===== src/rtl/datamem_arb_pkg.sv =====
// Shared types and sizes for the four-master data-memory arbiter.
// The optional access timeout is enabled by defining DATAMEM_ARB_TIMEOUT_EN.
package datamem_arb_pkg;

   localparam int NUM_MASTERS = 4;
   localparam int ADDR_W      = 30;
   localparam int DATA_W      = 32;
   localparam int BE_W        = 4;
   localparam int IDX_W       = 2;

   typedef enum logic {
      IDLE   = 1'b0,
      ACCESS = 1'b1
   } state_e;

   typedef struct packed {
      logic              read;
      logic [BE_W-1:0]   we;
      logic [ADDR_W-1:0] addr;
      logic [DATA_W-1:0] data;
   } cmd_t;

   function automatic logic [IDX_W-1:0] onehot_to_idx(input logic [NUM_MASTERS-1:0] oh);
      onehot_to_idx = '0;
      for (int i = 0; i < NUM_MASTERS; i++) begin
         if (oh[i]) onehot_to_idx = IDX_W'(i);
      end
   endfunction

endpackage


===== src/rtl/datamem_arbiter_if.sv =====
// Master-side request/response buses and the single memory-side port.
// The arbiter connects through the slave modport, the environment through master.
interface datamem_arbiter_if;
   import datamem_arb_pkg::*;

   logic [NUM_MASTERS-1:0]        M_DataMem_Read;
   logic [NUM_MASTERS*BE_W-1:0]   M_DataMem_Write;
   logic [NUM_MASTERS*ADDR_W-1:0] M_DataMem_Address;
   logic [NUM_MASTERS*DATA_W-1:0] M_DataMem_Out;
   logic [DATA_W-1:0]             M_DataMem_In;
   logic [NUM_MASTERS-1:0]        M_DataMem_Ready;

   logic                          Mem_DataMem_Read;
   logic [BE_W-1:0]               Mem_DataMem_Write;
   logic [ADDR_W-1:0]             Mem_DataMem_Address;
   logic [DATA_W-1:0]             Mem_DataMem_Out;
   logic [DATA_W-1:0]             Mem_DataMem_In;
   logic                          Mem_DataMem_Ready;

   modport slave (
      input  M_DataMem_Read, M_DataMem_Write, M_DataMem_Address, M_DataMem_Out,
             Mem_DataMem_In, Mem_DataMem_Ready,
      output M_DataMem_In, M_DataMem_Ready,
             Mem_DataMem_Read, Mem_DataMem_Write, Mem_DataMem_Address, Mem_DataMem_Out
   );

   modport master (
      output M_DataMem_Read, M_DataMem_Write, M_DataMem_Address, M_DataMem_Out,
             Mem_DataMem_In, Mem_DataMem_Ready,
      input  M_DataMem_In, M_DataMem_Ready,
             Mem_DataMem_Read, Mem_DataMem_Write, Mem_DataMem_Address, Mem_DataMem_Out
   );

endinterface


===== src/rtl/datamem_arbiter_rr_picker.sv =====
// Combinational round-robin picker: first requester at or after the pointer,
// scanning upward modulo NUM_MASTERS.
module rr_picker
   import datamem_arb_pkg::*;
(
   input  logic [NUM_MASTERS-1:0] req_i,
   input  logic [IDX_W-1:0]       ptr_i,
   output logic [NUM_MASTERS-1:0] winner_o,
   output logic                   valid_o
);

   logic [IDX_W-1:0] idx;
   logic             found;

   // NOTE: every variable written here gets a default first, so no path can infer a latch.
   always_comb begin
      winner_o = '0;
      found    = 1'b0;
      idx      = '0;
      for (int i = 0; i < NUM_MASTERS; i++) begin
         idx = ptr_i + IDX_W'(i);
         if (req_i[idx] && !found) begin
            winner_o[idx] = 1'b1;
            found         = 1'b1;
         end
      end
   end

   assign valid_o = |req_i;

endmodule


===== src/rtl/datamem_arbiter.sv =====
// Round-robin arbiter sharing one data memory between four masters.
// Define DATAMEM_ARB_TIMEOUT_EN to abort accesses that wait TIMEOUT_CYCLES for Ready.
module datamem_arbiter
   import datamem_arb_pkg::*;
#(
   parameter int unsigned TIMEOUT_CYCLES = 255
) (
   input  logic                   clock,
   input  logic                   reset,
   datamem_arbiter_if.slave       bus,
   output logic [NUM_MASTERS-1:0] Arb_Grant,
   output logic                   Arb_Timeout
);

   if (TIMEOUT_CYCLES < 1 || TIMEOUT_CYCLES > 65535) begin : g_bad_timeout
      $error("datamem_arbiter: TIMEOUT_CYCLES must be within 1..65535");
   end

   state_e                 state_q, state_d;
   logic [NUM_MASTERS-1:0] grant_q, grant_d;
   logic [IDX_W-1:0]       ptr_q, ptr_d;
   cmd_t                   cmd_q, cmd_d;

   logic [NUM_MASTERS-1:0] req;
   cmd_t                   req_cmd [NUM_MASTERS];
   logic [NUM_MASTERS-1:0] pick_winner;
   logic                   pick_valid;
   logic                   expire;
   logic                   done;

   // A master asserting Read and byte enables together is latched as a write.
   for (genvar n = 0; n < NUM_MASTERS; n++) begin : g_req
      logic [BE_W-1:0] be;
      assign be         = bus.M_DataMem_Write[n*BE_W +: BE_W];
      assign req[n]     = bus.M_DataMem_Read[n] | (|be);
      assign req_cmd[n] = '{read: bus.M_DataMem_Read[n] & ~(|be),
                            we:   be,
                            addr: bus.M_DataMem_Address[n*ADDR_W +: ADDR_W],
                            data: bus.M_DataMem_Out[n*DATA_W +: DATA_W]};
   end

   rr_picker u_picker (
      .req_i    (req),
      .ptr_i    (ptr_q),
      .winner_o (pick_winner),
      .valid_o  (pick_valid)
   );

`ifdef DATAMEM_ARB_TIMEOUT_EN
   localparam logic [15:0] TO_LAST = 16'(TIMEOUT_CYCLES - 1);
   logic [15:0] cnt_q, cnt_d;

   assign expire = (state_q == ACCESS) && !bus.Mem_DataMem_Ready && (cnt_q == TO_LAST);
   assign cnt_d  = (state_q == ACCESS) ? cnt_q + 16'd1 : '0;

   always_ff @(posedge clock) begin
      if (reset) cnt_q <= '0;
      else       cnt_q <= cnt_d;
   end

   assign Arb_Timeout = expire & ~reset;
`else
   assign expire      = 1'b0;
   assign Arb_Timeout = 1'b0;
`endif

   always_comb begin
      state_d = state_q;
      grant_d = grant_q;
      ptr_d   = ptr_q;
      cmd_d   = cmd_q;
      done    = 1'b0;
      unique case (state_q)
         IDLE: begin
            if (pick_valid) begin
               state_d = ACCESS;
               grant_d = pick_winner;
               cmd_d   = req_cmd[onehot_to_idx(pick_winner)];
            end
         end
         ACCESS: begin
            done = bus.Mem_DataMem_Ready | expire;
            if (done) begin
               state_d = IDLE;
               grant_d = '0;
               ptr_d   = onehot_to_idx(grant_q) + IDX_W'(1);
            end
         end
         default: state_d = IDLE;
      endcase
   end

   // NOTE: sequential state uses non-blocking assignments so all registers update together.
   always_ff @(posedge clock) begin
      if (reset) begin
         state_q <= IDLE;
         grant_q <= '0;
         ptr_q   <= '0;
         cmd_q   <= '0;
      end else begin
         state_q <= state_d;
         grant_q <= grant_d;
         ptr_q   <= ptr_d;
         cmd_q   <= cmd_d;
      end
   end

   // Ready is a combinational pass-through; a concurrent reset suppresses it.
   assign bus.M_DataMem_Ready     = (done && !reset) ? grant_q : '0;
   assign bus.M_DataMem_In        = bus.Mem_DataMem_In;
   assign bus.Mem_DataMem_Read    = (state_q == ACCESS) & cmd_q.read;
   assign bus.Mem_DataMem_Write   = (state_q == ACCESS) ? cmd_q.we : '0;
   assign bus.Mem_DataMem_Address = cmd_q.addr;
   assign bus.Mem_DataMem_Out     = cmd_q.data;
   assign Arb_Grant               = grant_q;

endmodule


===== src/flat_wrapper.sv =====
// flat-port wrapper written by rule: the top's interface ports become plain ports
module datamem_arbiter_flat import datamem_arb_pkg::*;
#(
   parameter int unsigned TIMEOUT_CYCLES = 255
)
  (clock, reset, Arb_Grant, Arb_Timeout, bus_M_DataMem_Read, bus_M_DataMem_Write, bus_M_DataMem_Address, bus_M_DataMem_Out, bus_Mem_DataMem_In, bus_Mem_DataMem_Ready, bus_M_DataMem_In, bus_M_DataMem_Ready, bus_Mem_DataMem_Read, bus_Mem_DataMem_Write, bus_Mem_DataMem_Address, bus_Mem_DataMem_Out);
  datamem_arbiter_if bus_i ();
  input  logic clock;
  input  logic reset;
  output logic [NUM_MASTERS-1:0] Arb_Grant;
  output logic Arb_Timeout;
  input wire logic [$bits(bus_i.M_DataMem_Read)-1:0] bus_M_DataMem_Read;
  input wire logic [$bits(bus_i.M_DataMem_Write)-1:0] bus_M_DataMem_Write;
  input wire logic [$bits(bus_i.M_DataMem_Address)-1:0] bus_M_DataMem_Address;
  input wire logic [$bits(bus_i.M_DataMem_Out)-1:0] bus_M_DataMem_Out;
  input wire logic [$bits(bus_i.Mem_DataMem_In)-1:0] bus_Mem_DataMem_In;
  input wire logic [$bits(bus_i.Mem_DataMem_Ready)-1:0] bus_Mem_DataMem_Ready;
  output wire logic [$bits(bus_i.M_DataMem_In)-1:0] bus_M_DataMem_In;
  output wire logic [$bits(bus_i.M_DataMem_Ready)-1:0] bus_M_DataMem_Ready;
  output wire logic [$bits(bus_i.Mem_DataMem_Read)-1:0] bus_Mem_DataMem_Read;
  output wire logic [$bits(bus_i.Mem_DataMem_Write)-1:0] bus_Mem_DataMem_Write;
  output wire logic [$bits(bus_i.Mem_DataMem_Address)-1:0] bus_Mem_DataMem_Address;
  output wire logic [$bits(bus_i.Mem_DataMem_Out)-1:0] bus_Mem_DataMem_Out;
  assign bus_i.M_DataMem_Read = bus_M_DataMem_Read;
  assign bus_i.M_DataMem_Write = bus_M_DataMem_Write;
  assign bus_i.M_DataMem_Address = bus_M_DataMem_Address;
  assign bus_i.M_DataMem_Out = bus_M_DataMem_Out;
  assign bus_i.Mem_DataMem_In = bus_Mem_DataMem_In;
  assign bus_i.Mem_DataMem_Ready = bus_Mem_DataMem_Ready;
  assign bus_M_DataMem_In = bus_i.M_DataMem_In;
  assign bus_M_DataMem_Ready = bus_i.M_DataMem_Ready;
  assign bus_Mem_DataMem_Read = bus_i.Mem_DataMem_Read;
  assign bus_Mem_DataMem_Write = bus_i.Mem_DataMem_Write;
  assign bus_Mem_DataMem_Address = bus_i.Mem_DataMem_Address;
  assign bus_Mem_DataMem_Out = bus_i.Mem_DataMem_Out;
  datamem_arbiter #(.TIMEOUT_CYCLES(TIMEOUT_CYCLES)) u_core (.clock(clock), .reset(reset), .bus(bus_i), .Arb_Grant(Arb_Grant), .Arb_Timeout(Arb_Timeout));
endmodule

===== config.mk =====
export PLATFORM = sky130hd
export DESIGN_NAME = datamem_arbiter_flat
export DESIGN_NICKNAME = d
export VERILOG_FILES = /design/src/rtl/datamem_arb_pkg.sv /design/src/rtl/datamem_arbiter_if.sv /design/src/rtl/datamem_arbiter_rr_picker.sv /design/src/rtl/datamem_arbiter.sv /design/src/flat_wrapper.sv
export SDC_FILE = /design/constraint.sdc
export NUM_CORES = 1
export LEC_CHECK = 0
export BUFFER_PORTS_ARGS = -buffer_cell sky130_fd_sc_hd__buf_2
export CAP_MARGIN = 40
export CORE_AREA = 5 5 157 159
export DETAILED_ROUTE_END_ITERATION = 7
export DIE_AREA = 0 0 162 164
export MAX_ROUTING_LAYER = met4
export PLACE_DENSITY = 0.63
export REMOVE_ABC_BUFFERS = 1
export SYNTH_ARGS = -nofsm -noshare
export SYNTH_HDL_FRONTEND = slang
export SYNTH_SLANG_ARGS = --single-unit

===== constraint.sdc =====
create_clock -name clock -period 4.6 [get_ports clock]
set_clock_uncertainty 0.2 [all_clocks]
set_input_delay 0 -clock clock [delete_from_list [all_inputs] [get_ports clock]]
set_output_delay 0 -clock clock [all_outputs]
set_load 0.01 [all_outputs]

Word level (Yosys, flattened, before mapping)
Index checks and enable logic that the tools add are counted.
{"block": "totals", "reg_bits": 74, "input_bits": 303, "output_inout_bits": 108, "wordCells": 105}
{"block": "classes", "n_addsub": 4, "magnitude_cmp": 9, "eq_ne": 2, "mux": 45, "bitwise_logic": 18, "reduce_logical": 20}
{"operator": "$bmux 67 s2", "n": 1}
{"operator": "$mux 67", "n": 2}
{"operator": "$mux 4", "n": 8}
{"operator": "$reduce_or 4->1", "n": 5}
{"operator": "$mux 1", "n": 16}
{"operator": "$mux 2", "n": 8}
{"operator": "$lt 2x3->1 const B", "n": 4}
{"operator": "$or 4x4->4", "n": 3}
{"operator": "$bmux 1 s2", "n": 4}
{"operator": "$demux 1 s2", "n": 4}
{"operator": "$ge 2x1->1 const B", "n": 4}
{"operator": "$logic_and 1x1->1", "n": 8}
{"operator": "$pmux 4 s2", "n": 1}
{"operator": "$reduce_and 2->1", "n": 3}
{"operator": "$and 1x1->1", "n": 5}
{"operator": "$not 1->1", "n": 5}
{"operator": "$add 2x1->2 const B", "n": 2}
{"operator": "$add 2x2->2 const B", "n": 2}
{"operator": "$logic_not 1->1", "n": 4}
{"operator": "$or 1x1->1", "n": 4}
{"operator": "$ge 3x3->1 const B", "n": 1}
{"operator": "$not 2->3", "n": 1}
{"operator": "$ne 2x1->1 const B", "n": 1}
{"operator": "$ne 2x2->1 const B", "n": 1}
{"operator": "$pmux 1 s2", "n": 1}

Longest topological paths before layout
Gate-level depths: netlist (run 1).
{"block": "depth", "ltp_word": 23, "ltp_mapped": 14, "ltp_nobuf": 9}

Hierarchy
A second synthesis (run 1) with hierarchy kept.
{"block": "hier_totals", "hier_cells": 720, "area_unflattened_um2": 5784.3}
{"mod": "datamem_arbiter", "instances": 1, "cells_per_inst": 683, "area_per_inst_um2": 5439.0, "seq_area_each_um2": 1481.4}
{"mod": "rr_picker", "instances": 1, "cells_per_inst": 37, "area_per_inst_um2": 345.3, "seq_area_each_um2": 0.0}

Worst setup path before layout (run 1)
Ideal clock, no wire load.
{"block": "synth_path", "path_kind": "flip-flop to flip-flop", "start": "reg u_core.ptr_q[0]", "end": "reg u_core.cmd_q (netlist bit u_core.bus.Mem_DataMem_Address[0])", "setup_time_ns": 0.069, "arrival_ns": 3.111, "required_time_ns": 4.331, "path_slack_ns": 1.220, "stages_incl_launch_ff": 14, "path_buffers": 4, "synth_period_minus_slack_ns": 3.380, "path_cell_list": "dfxtp_1 -> clkbuf_1 -> inv_1 -> ha_1 -> nor2b_1 -> a221oi_1 -> or2_1 -> clkbuf_1 -> nor2_1 -> a221oi_1 -> buf_2 -> clkbuf_1 -> o211ai_1 -> o21ai_1"}
{"block": "synth_between", "elab_chain_len": 21, "word_cells_on_any_way": 56, "cone_classes": "add/sub (3); order compare (8); mux (31); bitwise (4); reduce/logical (10)"}
{"item": "start, declared", "line_no": "datamem_arbiter.sv:21", "text": "logic [IDX_W-1:0] ptr_q, ptr_d;"}
{"item": "start signal, assigned", "line_no": "datamem_arbiter.sv:103", "text": "ptr_q <= ptr_d;"}
{"item": "parallel branches: the longest is 11 deep, another holds $lt 2x3->1"}
{"item": "$mux 4 (*)", "line_no": "datamem_arbiter_rr_picker.sv:22", "text": "if (req_i[idx] && !found) begin"}
{"item": "$mux 1", "line_no": "datamem_arb_pkg.sv:26", "text": "if (oh[i]) onehot_to_idx = IDX_W'(i);"}
{"item": "$mux 2", "line_no": "datamem_arb_pkg.sv:26"}
{"item": "$mux 2 (*)", "line_no": "datamem_arb_pkg.sv:26"}
{"item": "$mux 2 (*)", "line_no": "datamem_arbiter.sv:75", "text": "if (pick_valid) begin"}
{"item": "$mux 2 (*)", "line_no": "datamem_arbiter.sv:73", "text": "unique case (state_q)"}
{"item": "$not 2->3 (implied by the code) (*)", "line_no": "datamem_arbiter.sv:78", "text": "cmd_d = req_cmd[onehot_to_idx(pick_winner)];"}
{"item": "$bmux 67 s2 (*)", "line_no": "datamem_arbiter.sv:78"}
{"item": "$mux 67 (implied by the code) (*) (2 in series)", "line_no": "datamem_arbiter.sv:78"}
{"item": "end signal, assigned", "line_no": "datamem_arbiter.sv:104", "text": "cmd_q <= cmd_d;"}
{"item": "end, declared", "line_no": "datamem_arbiter.sv:22", "text": "cmd_t cmd_q, cmd_d;"}
Every way passes the cells marked *. The select of a mux whose other input is x is not followed.
A chain may end at the register's enable or synchronous reset.

Worst setup path in the final report (run 1)
{"block": "layout_path", "start": "reg u_core.ptr_q[1]", "end": "reg u_core.cmd_q (netlist bit u_core.bus.Mem_DataMem_Address[28])"}
Same word-level chain as after synthesis.

==> results of run 1 <==
## logic make-up (layout without fill, tap and decap cells)
group / after synthesis / after routing / synth area share
and+or+nand+nor: 206 / 206 / 0.1383
other: 1 / 3 / 0.0005757
DFF: 74 / 74 / 0.2274
muxes: 4 / 4 / 0.008259
buffers and inverters: 258 / 627 / 0.2084
AOI/OAI and AO/OA: 371 / 371 / 0.4036
adders and majority gates: 7 / 7 / 0.01345
## power breakdown
group	switching (mW)	total, mW	internal, mW
registers	0.0436	0.761	0.718
clock network	0.305	0.866	0.561
logic	0.429	0.866	0.437
total	0.777	2.49	1.72
## critical path: stages (launching register included)
cell and delay (ns):
dfxtp_1 0.61, inv_1 0.16, ha_1 0.39, nor2b_1 0.16, a221oi_1 0.39, or2_1 0.29
nor2_1 0.14, a221o_4 0.55, buf_12 0.25, a211oi_1 0.27, o21ai_1 0.10, dlygate4sd3_1 0.55
## per-layer routing
layer	vias to the layer above	routed length [um]	global-route usage
li1	3999	-	-
met1	3970	12340	0.2763
met2	502	14390	0.3525
met3	115	2679	0.05044
met4	0	1599	0.1223
met5	-	0	-
## worst paths after layout
kind | startpoint | end
hold reg to reg | u_core.Arb_Grant[0] | u_core.Arb_Grant[0]
setup / recovery | u_core.ptr_q[1] | u_core.bus.Mem_DataMem_Address[28]
setup reg to reg | u_core.ptr_q[1] | u_core.bus.Mem_DataMem_Address[28]
hold / removal | bus_M_DataMem_Read[0] | u_core.cmd_q[66]
## placed cells by master, fill, tap and decap left out, drive strengths merged, types with 8 or more instances in the layout
master / instances
buf: 363
dlygate4sd3: 173
nor2: 149
o211ai: 138
inv: 75
dfxtp: 74
o21ai: 70
a211oi: 68
a31oi: 66
clkbuf: 12
nand2: 9
a21oi: 8
## area by class of cell
| cell class | instances | area [um^2] | area share |
|---|---|---|---|
| clock buffers | 12 | 256.5 | 0.02591 |
| clock inverters | 4 | 97.59 | 0.009857 |
| repair buffers | 536 | 3664 | 0.3700 |
| diodes | 2 | 5.005 | 0.0005055 |
| well taps | 290 | 362.8 | 0.03665 |
| flip-flops and latches | 74 | 1481 | 0.1496 |
| multi-input cells | 589 | 3752 | 0.3790 |
| inverters | 75 | 281.5 | 0.02843 |
## flip-flops by register name, indices dropped and copies added (netlist names)
register	cells
u_core.cmd_q	5
u_core.ptr_q	2
u_core.bus.Mem_DataMem_Out	32
u_core.state_q	1
u_core.bus.Mem_DataMem_Address	30
u_core.Arb_Grant	4
==> impl_metrics.py, run 1 <==
metrics = {
    "clocking": {
        "path_clk_slew_ns": 0.06,
        "root_buffer": "clkbuf_16",
        "clkLatencyLatePin_ns": 0.34,
        "cts_setup_buffers": 0,
        "cts_tree": "done",
        "ctsResizeCount": 0,
        "clk_path_buf_depth": 2,
        "cts_max_level": 3,
        "cts.sinks": 74,
        "holdBufCountCts": 173,
        "cts_buffers": 9,
    },
    "timing": {
        "fmax_mhz": 237.5,
        "hold_viol": 0,
        "setup_viol": 0,
        "post-route-period-util": 0.9154,
        "rsz0062_at_grt": "no",
        "final.setup.tns_ns": 0,
        "relSlewSlack": 0.4398,
        "timing.hold.ws_ns": 0.05223,
        "layout_setup_ws_ns": 0.3893,
        "fin_crit_ns": 4.211,
        "drv_slew": 0,
        "tightest_slew_ns": 0.8403,
    },
    "routing": {
        "viasPerCell": 5.427,
        "dr.first_iter.drc_count": 699,
        "drt_wl_total_um": 31010,
        "drc": 0,
        "wl_per_cell_um": 19.60,
        "antenna_left": 0,
        "first_pass_iters": 5,
        "vias": 8586,
    },
    "setup_path": {
        "worstPathMaxFanout": 39,
        "start_kind": "register",
        "rr_worst_depth": 11,
        "arrival_ns": 4.25,
        "worst-endpoint-required_ns": 4.64,
        "critical_path_class": "reg2reg",
        "r2r_slack_ns": 0.39,
        "cp-end-kind": "register",
    },
    "yosys": {
        "syn_area_per_cell_um2": 7.072,
        "synth_top_area_frac": 0.2274,
        "synth_ff_type": "dfxtp_1",
        "netlist_top_cells_area": "dfxtp_1 (23%), o211ai_1 (16%), buf_4 (11%), nor2_1 (8.6%), a31oi_1 (6.3%)",
        "synth.largest_area_cell": "dfxtp_1",
        "synth-async-reset-ratio": 0,
        "ys_seq_elements": 74,
        "synth-seq-area-share": 0.2274,
        "synthesis.instances": 921,
        "synth-edff-count": 0,
        "yosysMostFrequentCell": "nor2_1",
        "ys_types": 49,
        "yosys_warnings": 0,
        "synth_common_cells": "nor2_1 (149), o211ai_1 (138), buf_4 (95)",
        "syn-cell-area_um2": 6514,
    },
    "layout": {
        "utilization": 0.4282,
        "layout-drive-gt1-share": 0.3186,
        "nets": 1595,
        "stdcell_count": 1582,
        "synthToLayoutAreaGrowth_pct": 52.00,
        "stdcell_area_um2": 9901,
        "fillers": 2306,
    },
    "floorplanning": {
        "die_y_um": 164,
        "core_area_um2": 23120,
        "fp-row-count": 56,
        "io_pins": 411,
        "fp.dieArea_um2": 26570,
        "die_x_um": 162,
        "start_util": 0.2817,
    },
    "global_routing": {
        "grt_usage": 0.2272,
        "first_global_vias": 8761,
        "gr-total-overflow": 0,
        "antenna_found_initial": 2,
        "grt_max_degree": 68,
        "grt_pass1_wl_um": 46900,
    },
    "power_and_ir_drop": {
        "power_leakage_nw": 4.535,
        "pwr_density_cell_nw_per_um2": 251.7,
        "irDropWorstVdd_v": 0.0002021,
        "total_power_mw": 2.492,
    },
    "worst_hold_path": {
        "hold_depth": 3,
        "hold_path.class": "in2reg",
    },
    "placed_design": {
        "dp_hpwl_um": 20810,
        "dp_slack_ns": 0.9154,
        "portBuffers": 345,
        "gp_congestion": 0.9181,
        "dp.cells": 1391,
        "placed_area_um2": 7810,
    },
    "run": {
        "maxCapViolations": 0,
    },
    "run_status": {
        "status": "complete, no violations",
    },
}
(Power assumes the default switching activity.)
==> run 2: changes to the inputs <==
--- a/config.mk
+++ b/config.mk
@@ -11,8 +11,9 @@
 export DETAILED_ROUTE_END_ITERATION = 7
 export DIE_AREA = 0 0 162 164
 export MAX_ROUTING_LAYER = met4
-export PLACE_DENSITY = 0.63
+export PLACE_DENSITY = 0.6
 export REMOVE_ABC_BUFFERS = 1
 export SYNTH_ARGS = -nofsm -noshare
 export SYNTH_HDL_FRONTEND = slang
+export SYNTH_HIERARCHICAL = 1
 export SYNTH_SLANG_ARGS = --single-unit
==> constraint.sdc (replaced) <==
create_clock -name clock -period 4.99 [get_ports clock]
set_clock_uncertainty 0.2 [all_clocks]
set_input_delay 0 -clock clock [delete_from_list [all_inputs] [get_ports clock]]
set_output_delay 0 -clock clock [all_outputs]
set_load 0.01 [all_outputs]
==> run 2 against run 1 <==
  * First-iteration DRC count down 31%
  * Combinational power down 22%
  * Utilization shrank 4.0 points
  * Final cell count is 12% lower
  * Hold slack improved by 0.25 ns
  * Die area is the same
  * Area after synthesis fell by 11%
  * Global-route usage down 4.2 points
  * Setup slack got worse by 0.078 ns
  * Synthesized cell count shrank 22%
  * Critical endpoint is now u_core/cmd_q[66]
==> impl_metrics.py, run 2 <==
metrics = {
    "timing": {
        "drv_slew": 0,
        "fin_crit_ns": 4.679,
        "rsz0062_at_grt": "no",
        "tightest_slew_ns": 0.8055,
        "final.setup.tns_ns": 0,
        "setup_viol": 0,
        "hold_viol": 0,
        "relSlewSlack": 0.4630,
        "fmax_mhz": 213.7,
        "post-route-period-util": 0.9376,
    },
    "yosys": {
        "synth_common_cells": "a21oi_1 (143), buf_4 (96), dfxtp_1 (74)",
        "synth-seq-area-share": 0.2561,
        "synth-edff-count": 0,
        "ys_types": 32,
        "yosys_warnings": 6,
        "synth-async-reset-ratio": 0,
        "yosysMostFrequentCell": "a21oi_1",
        "synth_top_area_frac": 0.2561,
        "synth_ff_type": "dfxtp_1",
        "syn_area_per_cell_um2": 8.034,
        "ys_seq_elements": 74,
        "synthesis.instances": 720,
        "netlist_top_cells_area": "dfxtp_1 (26%), mux2_2 (13%), buf_4 (12%), a21oi_1 (12%), o211ai_1 (9.2%)",
        "synth.largest_area_cell": "dfxtp_1",
        "syn-cell-area_um2": 5784,
    },
    "power_and_ir_drop": {
        "total_power_mw": 1.970,
        "irDropWorstVdd_v": 0.0001449,
        "power_leakage_nw": 3.935,
        "pwr_density_cell_nw_per_um2": 219.8,
    },
    "setup_path": {
        "cp-end-kind": "register",
        "critical_path_class": "in2reg",
        "worst-endpoint-required_ns": 5.01,
        "r2r_slack_ns": 0.55,
        "arrival_ns": 4.70,
        "start_kind": "input pin",
        "worstPathMaxFanout": 72,
    },
    "clocking": {
        "path_clk_slew_ns": 0.06,
        "cts_max_level": 3,
        "cts_buffers": 9,
        "clkLatencyLatePin_ns": 0.33,
        "root_buffer": "clkbuf_16",
        "cts_tree": "done",
        "clk_path_buf_depth": 2,
        "cts.sinks": 74,
    },
    "layout": {
        "mostFrequentLayoutCells": "buf_2 (345), dlygate4sd3_1 (170), a21oi_1 (143), dfxtp_1 (74)",
        "largest_register_ffs": 32,
        "layout-drive-gt1-share": 0.4074,
        "final_common_cell": "buf_2",
        "fillers": 2375,
        "nets": 1406,
        "synthToLayoutAreaGrowth_pct": 55.01,
    },
    "global_routing": {
        "grt_pass1_wl_um": 37810,
        "gr-total-overflow": 0,
        "grt_max_degree": 73,
        "first_global_vias": 6892,
        "grt_usage": 0.1855,
        "antenna_found_initial": 4,
    },
    "floorplanning": {
        "die_x_um": 162,
        "fp.dieArea_um2": 26570,
        "start_util": 0.2502,
        "core_area_um2": 23120,
        "fp-row-count": 56,
        "die_y_um": 164,
        "io_pins": 411,
    },
    "routing": {
        "wl_per_cell_um": 18.15,
        "dr.first_iter.drc_count": 482,
        "drt_wl_total_um": 25290,
        "drc": 0,
        "antenna_left": 0,
        "viasPerCell": 4.877,
        "first_pass_iters": 5,
        "vias": 6794,
    },
    "placed_design": {
        "dp_hpwl_um": 17670,
        "portBuffers": 345,
        "gp_congestion": 0.8628,
    },
    "run_status": {
        "status": "complete, no violations",
    },
    "run": {
        "maxCapViolations": 0,
    },
    "worst_hold_path": {
        "hold_path.class": "reg2reg",
    },
}
[run 2: power breakdown]
group	internal, mW	switching, mW
combinational	0.373	0.302
clock	0.335	0.278
sequential	0.651	0.0312
[run 2: layer usage]
metal / vias to the layer above / global-route usage / part of all wire
li1: 3229 / - / -
met1: 3181 / 0.2411 / 0.44
met2: 348 / 0.2979 / 0.47
met3: 36 / 0.03413 / 0.075
met4: 0 / 0.05075 / 0.021
met5: - / - / 0
[run 2: worst max-delay path, cell delays in order]
cell and delay [ns]:
dlygate4sd3_1 0.53, buf_2 0.13, nor4_1 0.46, nand2b_1 0.21, mux4_2 0.64, nor4b_4 0.39
nand2_1 0.09, o211ai_1 0.14, buf_6 0.53, nor2_1 0.12, a32oi_1 0.20, dlygate4sd3_1 0.60
o221ai_2 0.09, dlygate4sd3_1 0.56
[run 2: path summary, 6_finish.rpt]
path	start	endpoint	depth (start not counted)
setup / recovery	bus_M_DataMem_Write[14]	u_core/cmd_q[66]	14
hold / removal	u_core/Arb_Grant[0]	u_core/Arb_Grant[0]	2
setup reg to reg	u_core/ptr_q[0]	u_core/cmd_q[66]	12
hold reg to reg	u_core/Arb_Grant[0]	u_core/Arb_Grant[0]	2
[run 2: kinds of logic (layout without fill, tap and decap cells)]
kind of cell               count (synthesis)  after routing  share of synthesized area
AOI/OAI and AO/OA                        290            290                     0.2888
buffers and inverters                    167            549                     0.1791
and+or+nand+nor                          112            112                     0.1170
DFF                                       74             74                     0.2561
muxes                                     70             70                     0.1454
adders and majority gates                  6              6                    0.01298
other                                      1              2                  0.0006483
[run 2: what timing repair did]
item / in CTS / in global routing
buffers inserted: 0 / 0
resized for setup: 0 / 1
endpoints found under the setup margin: 0 / 1
hold buffers: 170 / 0
hold endpoints to repair: 106 / 0
[run 2: metrics by stage]
| step | setup WS [ns] | hold slack (ns) | utilization | cell area, um^2 | cells |
|---|---|---|---|---|---|
| floorplan | -2.482 | -0.2000 | - | 4782 | 562 |
| global placement | 1.360 | -0.1999 | 0.3013 | 6967 | 1205 |
| detailed placement | 1.314 | -0.1999 | 0.3022 | 6987 | 1206 |
| CTS | 0.2201 | 0.2998 | 0.3875 | 8960 | 1392 |
| global route | 0.07128 | 0.3353 | 0.3878 | 8966 | 1393 |
| finish | 0.3114 | 0.2983 | 0.3878 | 8966 | 1393 |
[run 2: final cells by class]
type / count / area, um^2 / area share
multi-input combinational: 479 / 3277 / 0.3655
clock buffer: 9 / 225.2 / 0.02512
clock inverter: 7 / 46.29 / 0.005163
timing repair buffer: 524 / 3537 / 0.3945
antenna: 1 / 2.502 / 0.0002791
inverter: 9 / 33.78 / 0.003768
sequential: 74 / 1481 / 0.1652
tap: 290 / 362.8 / 0.04047
==> run 3: changes to the inputs <==
--- a/config.mk
+++ b/config.mk
@@ -7,11 +7,12 @@
 export LEC_CHECK = 0
 export BUFFER_PORTS_ARGS = -buffer_cell sky130_fd_sc_hd__buf_2
 export CAP_MARGIN = 40
-export CORE_AREA = 5 5 157 159
+export CORE_AREA = 5 5 154 156
 export DETAILED_ROUTE_END_ITERATION = 7
-export DIE_AREA = 0 0 162 164
+export DIE_AREA = 0 0 159 161
+export HOLD_SLACK_MARGIN = 0.03
 export MAX_ROUTING_LAYER = met4
-export PLACE_DENSITY = 0.6
+export PLACE_DENSITY = 0.62
 export REMOVE_ABC_BUFFERS = 1
 export SYNTH_ARGS = -nofsm -noshare
 export SYNTH_HDL_FRONTEND = slang
==> run 3 against run 2 <==
  * First-iteration DRC count decreased by 14%
  * Fmax increased by 1.3%
  * Clock-buffer cell count increased by 1
  * Clock power rose by 25%
  * Flip-flop and latch count unchanged
  * Critical endpoint unchanged
  * Largest power group is now clock
==> impl_metrics.py, run 3 (same netlist as run 2, synthesis figures left out) <==
metrics = {
    "run_status": {
        "status": "complete, no violations",
    },
    "layout": {
        "stdcell_count": 1389,
        "fillers": 2264,
        "utilization": 0.4077,
        "nets": 1405,
        "synthToLayoutAreaGrowth_pct": 56.67,
        "multi_input_area_um2": 3277,
        "mostFrequentLayoutCells": "buf_2 (345), dlygate4sd3_1 (170), a21oi_1 (143), dfxtp_1 (74)",
        "stdcell_area_um2": 9062,
        "final_common_cell": "buf_2",
        "layout-drive-gt1-share": 0.4064,
        "ff_latch_area_um2": 1481,
        "largest_register_ffs": 32,
    },
    "clocking": {
        "root_buffer": "clkbuf_16",
        "cts_tree": "done",
        "cts_buffers": 9,
        "cts.sinks": 74,
        "path_clk_slew_ns": 0.06,
        "clkLatencyLatePin_ns": 0.33,
        "cts_setup_buffers": 0,
        "cts_max_level": 3,
        "clk_path_buf_depth": 2,
    },
    "routing": {
        "first_pass_iters": 5,
        "antenna_left": 0,
        "vias": 6735,
        "wl_per_cell_um": 17.87,
        "drt_wl_total_um": 24830,
        "dr.first_iter.drc_count": 413,
        "drc": 0,
        "viasPerCell": 4.849,
    },
    "power_and_ir_drop": {
        "p_sw_frac": 0.2809,
        "combPwrFrac": 0.317,
        "p_clk_frac": 0.362,
        "power_leakage_nw": 3.980,
        "irDropWorstVdd_v": 0.0001544,
        "total_power_mw": 2.122,
        "power_switching_uw": 596.0,
        "power.internal_mw": 1.526,
        "pwr_density_cell_nw_per_um2": 234.1,
        "pwr-share-seq": 0.322,
    },
    "timing": {
        "relSlewSlack": 0.4383,
        "drv_slew": 0,
        "tightest_slew_ns": 0.8425,
        "layout_setup_ws_ns": 0.3705,
        "final.setup.tns_ns": 0,
        "fin_crit_ns": 4.620,
        "fmax_mhz": 216.5,
        "post-route-period-util": 0.9258,
        "setup_viol": 0,
        "timing.hold.ws_ns": 0.2900,
        "rsz0062_at_grt": "no",
        "hold_viol": 0,
    },
    "placed_design": {
        "portBuffers": 345,
        "placed_area_um2": 7005,
        "gp_congestion": 0.8226,
        "dp_slack_ns": 1.438,
        "dp_hpwl_um": 16800,
        "dp.cells": 1200,
    },
    "global_routing": {
        "grt_max_degree": 138,
        "antenna_found_initial": 7,
        "gr-total-overflow": 0,
        "grt_pass1_wl_um": 38230,
        "first_global_vias": 6961,
        "grt_usage": 0.1886,
    },
    "floorplanning": {
        "io_pins": 411,
        "die_x_um": 159,
        "fp-row-count": 55,
        "fp.dieArea_um2": 25600,
        "die_y_um": 161,
        "start_util": 0.2602,
        "core_area_um2": 22230,
    },
    "setup_path": {
        "rr_worst_depth": 12,
        "cp.buffers_inverters": 5,
        "crit_slowest_cell": "mux4_2",
        "arrival_ns": 4.64,
        "worst-endpoint-required_ns": 5.01,
        "start_kind": "input pin",
        "r2r-end": "u_core/cmd_q[66]",
        "r2r_slack_ns": 0.52,
        "r2r-start": "u_core/ptr_q[0]",
        "cp-end-kind": "register",
        "critPathMostFrequentCell": "dlygate4sd3_1",
        "worstPathMaxFanout": 72,
        "critical_path_class": "in2reg",
        "crit_chain": "dlygate4sd3_1 -> buf_2 -> nor4_1 -> nand2b_1 -> mux4_2 -> nor4b_4 -> nand2_1 -> o211ai_1 -> buf_6 -> nor2_1 -> a32oi_1 -> dlygate4sd3_1 -> o221ai_2 -> dlygate4sd3_1",
        "cpPeakStageDelay_ns": 0.63,
        "cp_top_family": "buffers and inverters",
    },
    "worst_hold_path": {
        "hold_depth": 2,
        "min_to": "u_core/Arb_Grant[0]",
        "hold_start": "u_core/Arb_Grant[0]",
        "hold_path.class": "reg2reg",
    },
    "run": {
        "maxCapViolations": 0,
    },
}
## run 3: worst reg2reg max path, stage by stage, from the launching register on
cell	delay [ns]
dfxtp_1	0.54
inv_1	0.15
ha_1	0.35
mux4_2	0.38
nor4b_4	0.36
nand2_1	0.10
o211ai_1	0.14
buf_6	0.52
nor2_1	0.14
a32oi_1	0.24
dlygate4sd3_1	0.60
o221ai_2	0.08
dlygate4sd3_1	0.56
## run 3: repair_timing
| action | in CTS | in global routing |
|---|---|---|
| resized for setup | 0 | 1 |
| hold buffers | 170 | 0 |
| setup endpoints to repair | 0 | 1 |
| hold endpoints to repair | 106 | 0 |
## run 3: worst max path at each step
stage / slack, ns / end / from / cells after the start
2_1_floorplan: -2.48 / u_core/cmd_q[66] / u_core/ptr_q[0] / 9
3_3_place_gp: 1.48 / u_core/bus.Mem_DataMem_Address[2] / u_core/ptr_q[0] / 10
3_5_place_dp: 1.44 / u_core/cmd_q[66] / bus_M_DataMem_Write[2] / 11
4_1_cts: 0.32 / u_core/cmd_q[66] / bus_M_DataMem_Write[14] / 14
5_1_grt: 0.04 / u_core/cmd_q[66] / bus_M_DataMem_Write[14] / 14
6_report: 0.37 / u_core/cmd_q[66] / bus_M_DataMem_Write[14] / 14
## run 3: final cells by class
| class | instances | share of cell area |
|---|---|---|
| Timing Repair Buffer | 523 | 0.3931 |
| Multi-Input combinational cell | 479 | 0.3616 |
| Clock buffer | 10 | 0.02637 |
| Tap cell | 285 | 0.03935 |
| Antenna cell | 4 | 0.001105 |
| Inverter | 9 | 0.003728 |
| Sequential cell | 74 | 0.1635 |
| Clock inverter | 5 | 0.01132 |
## run 3: routing by layer
layer / vias up / routed length [um] / track usage
li1: 3231 / - / -
met1: 3186 / 10440 / 0.2304
met2: 289 / 12030 / 0.3070
met3: 29 / 1978 / 0.05767
met4: 0 / 368 / 0.04459
met5: - / 0 / -
## run 3: power by group through the flow
stage               clock network (mW)  registers, mW  logic [mW]
global route                     0.812          0.690       0.730
floorplan                            0          0.717       0.257
CTS                              0.791          0.682       0.664
global placement                     0          0.693       0.501
detailed placement                   0          0.693       0.507
finish                           0.767          0.683       0.672
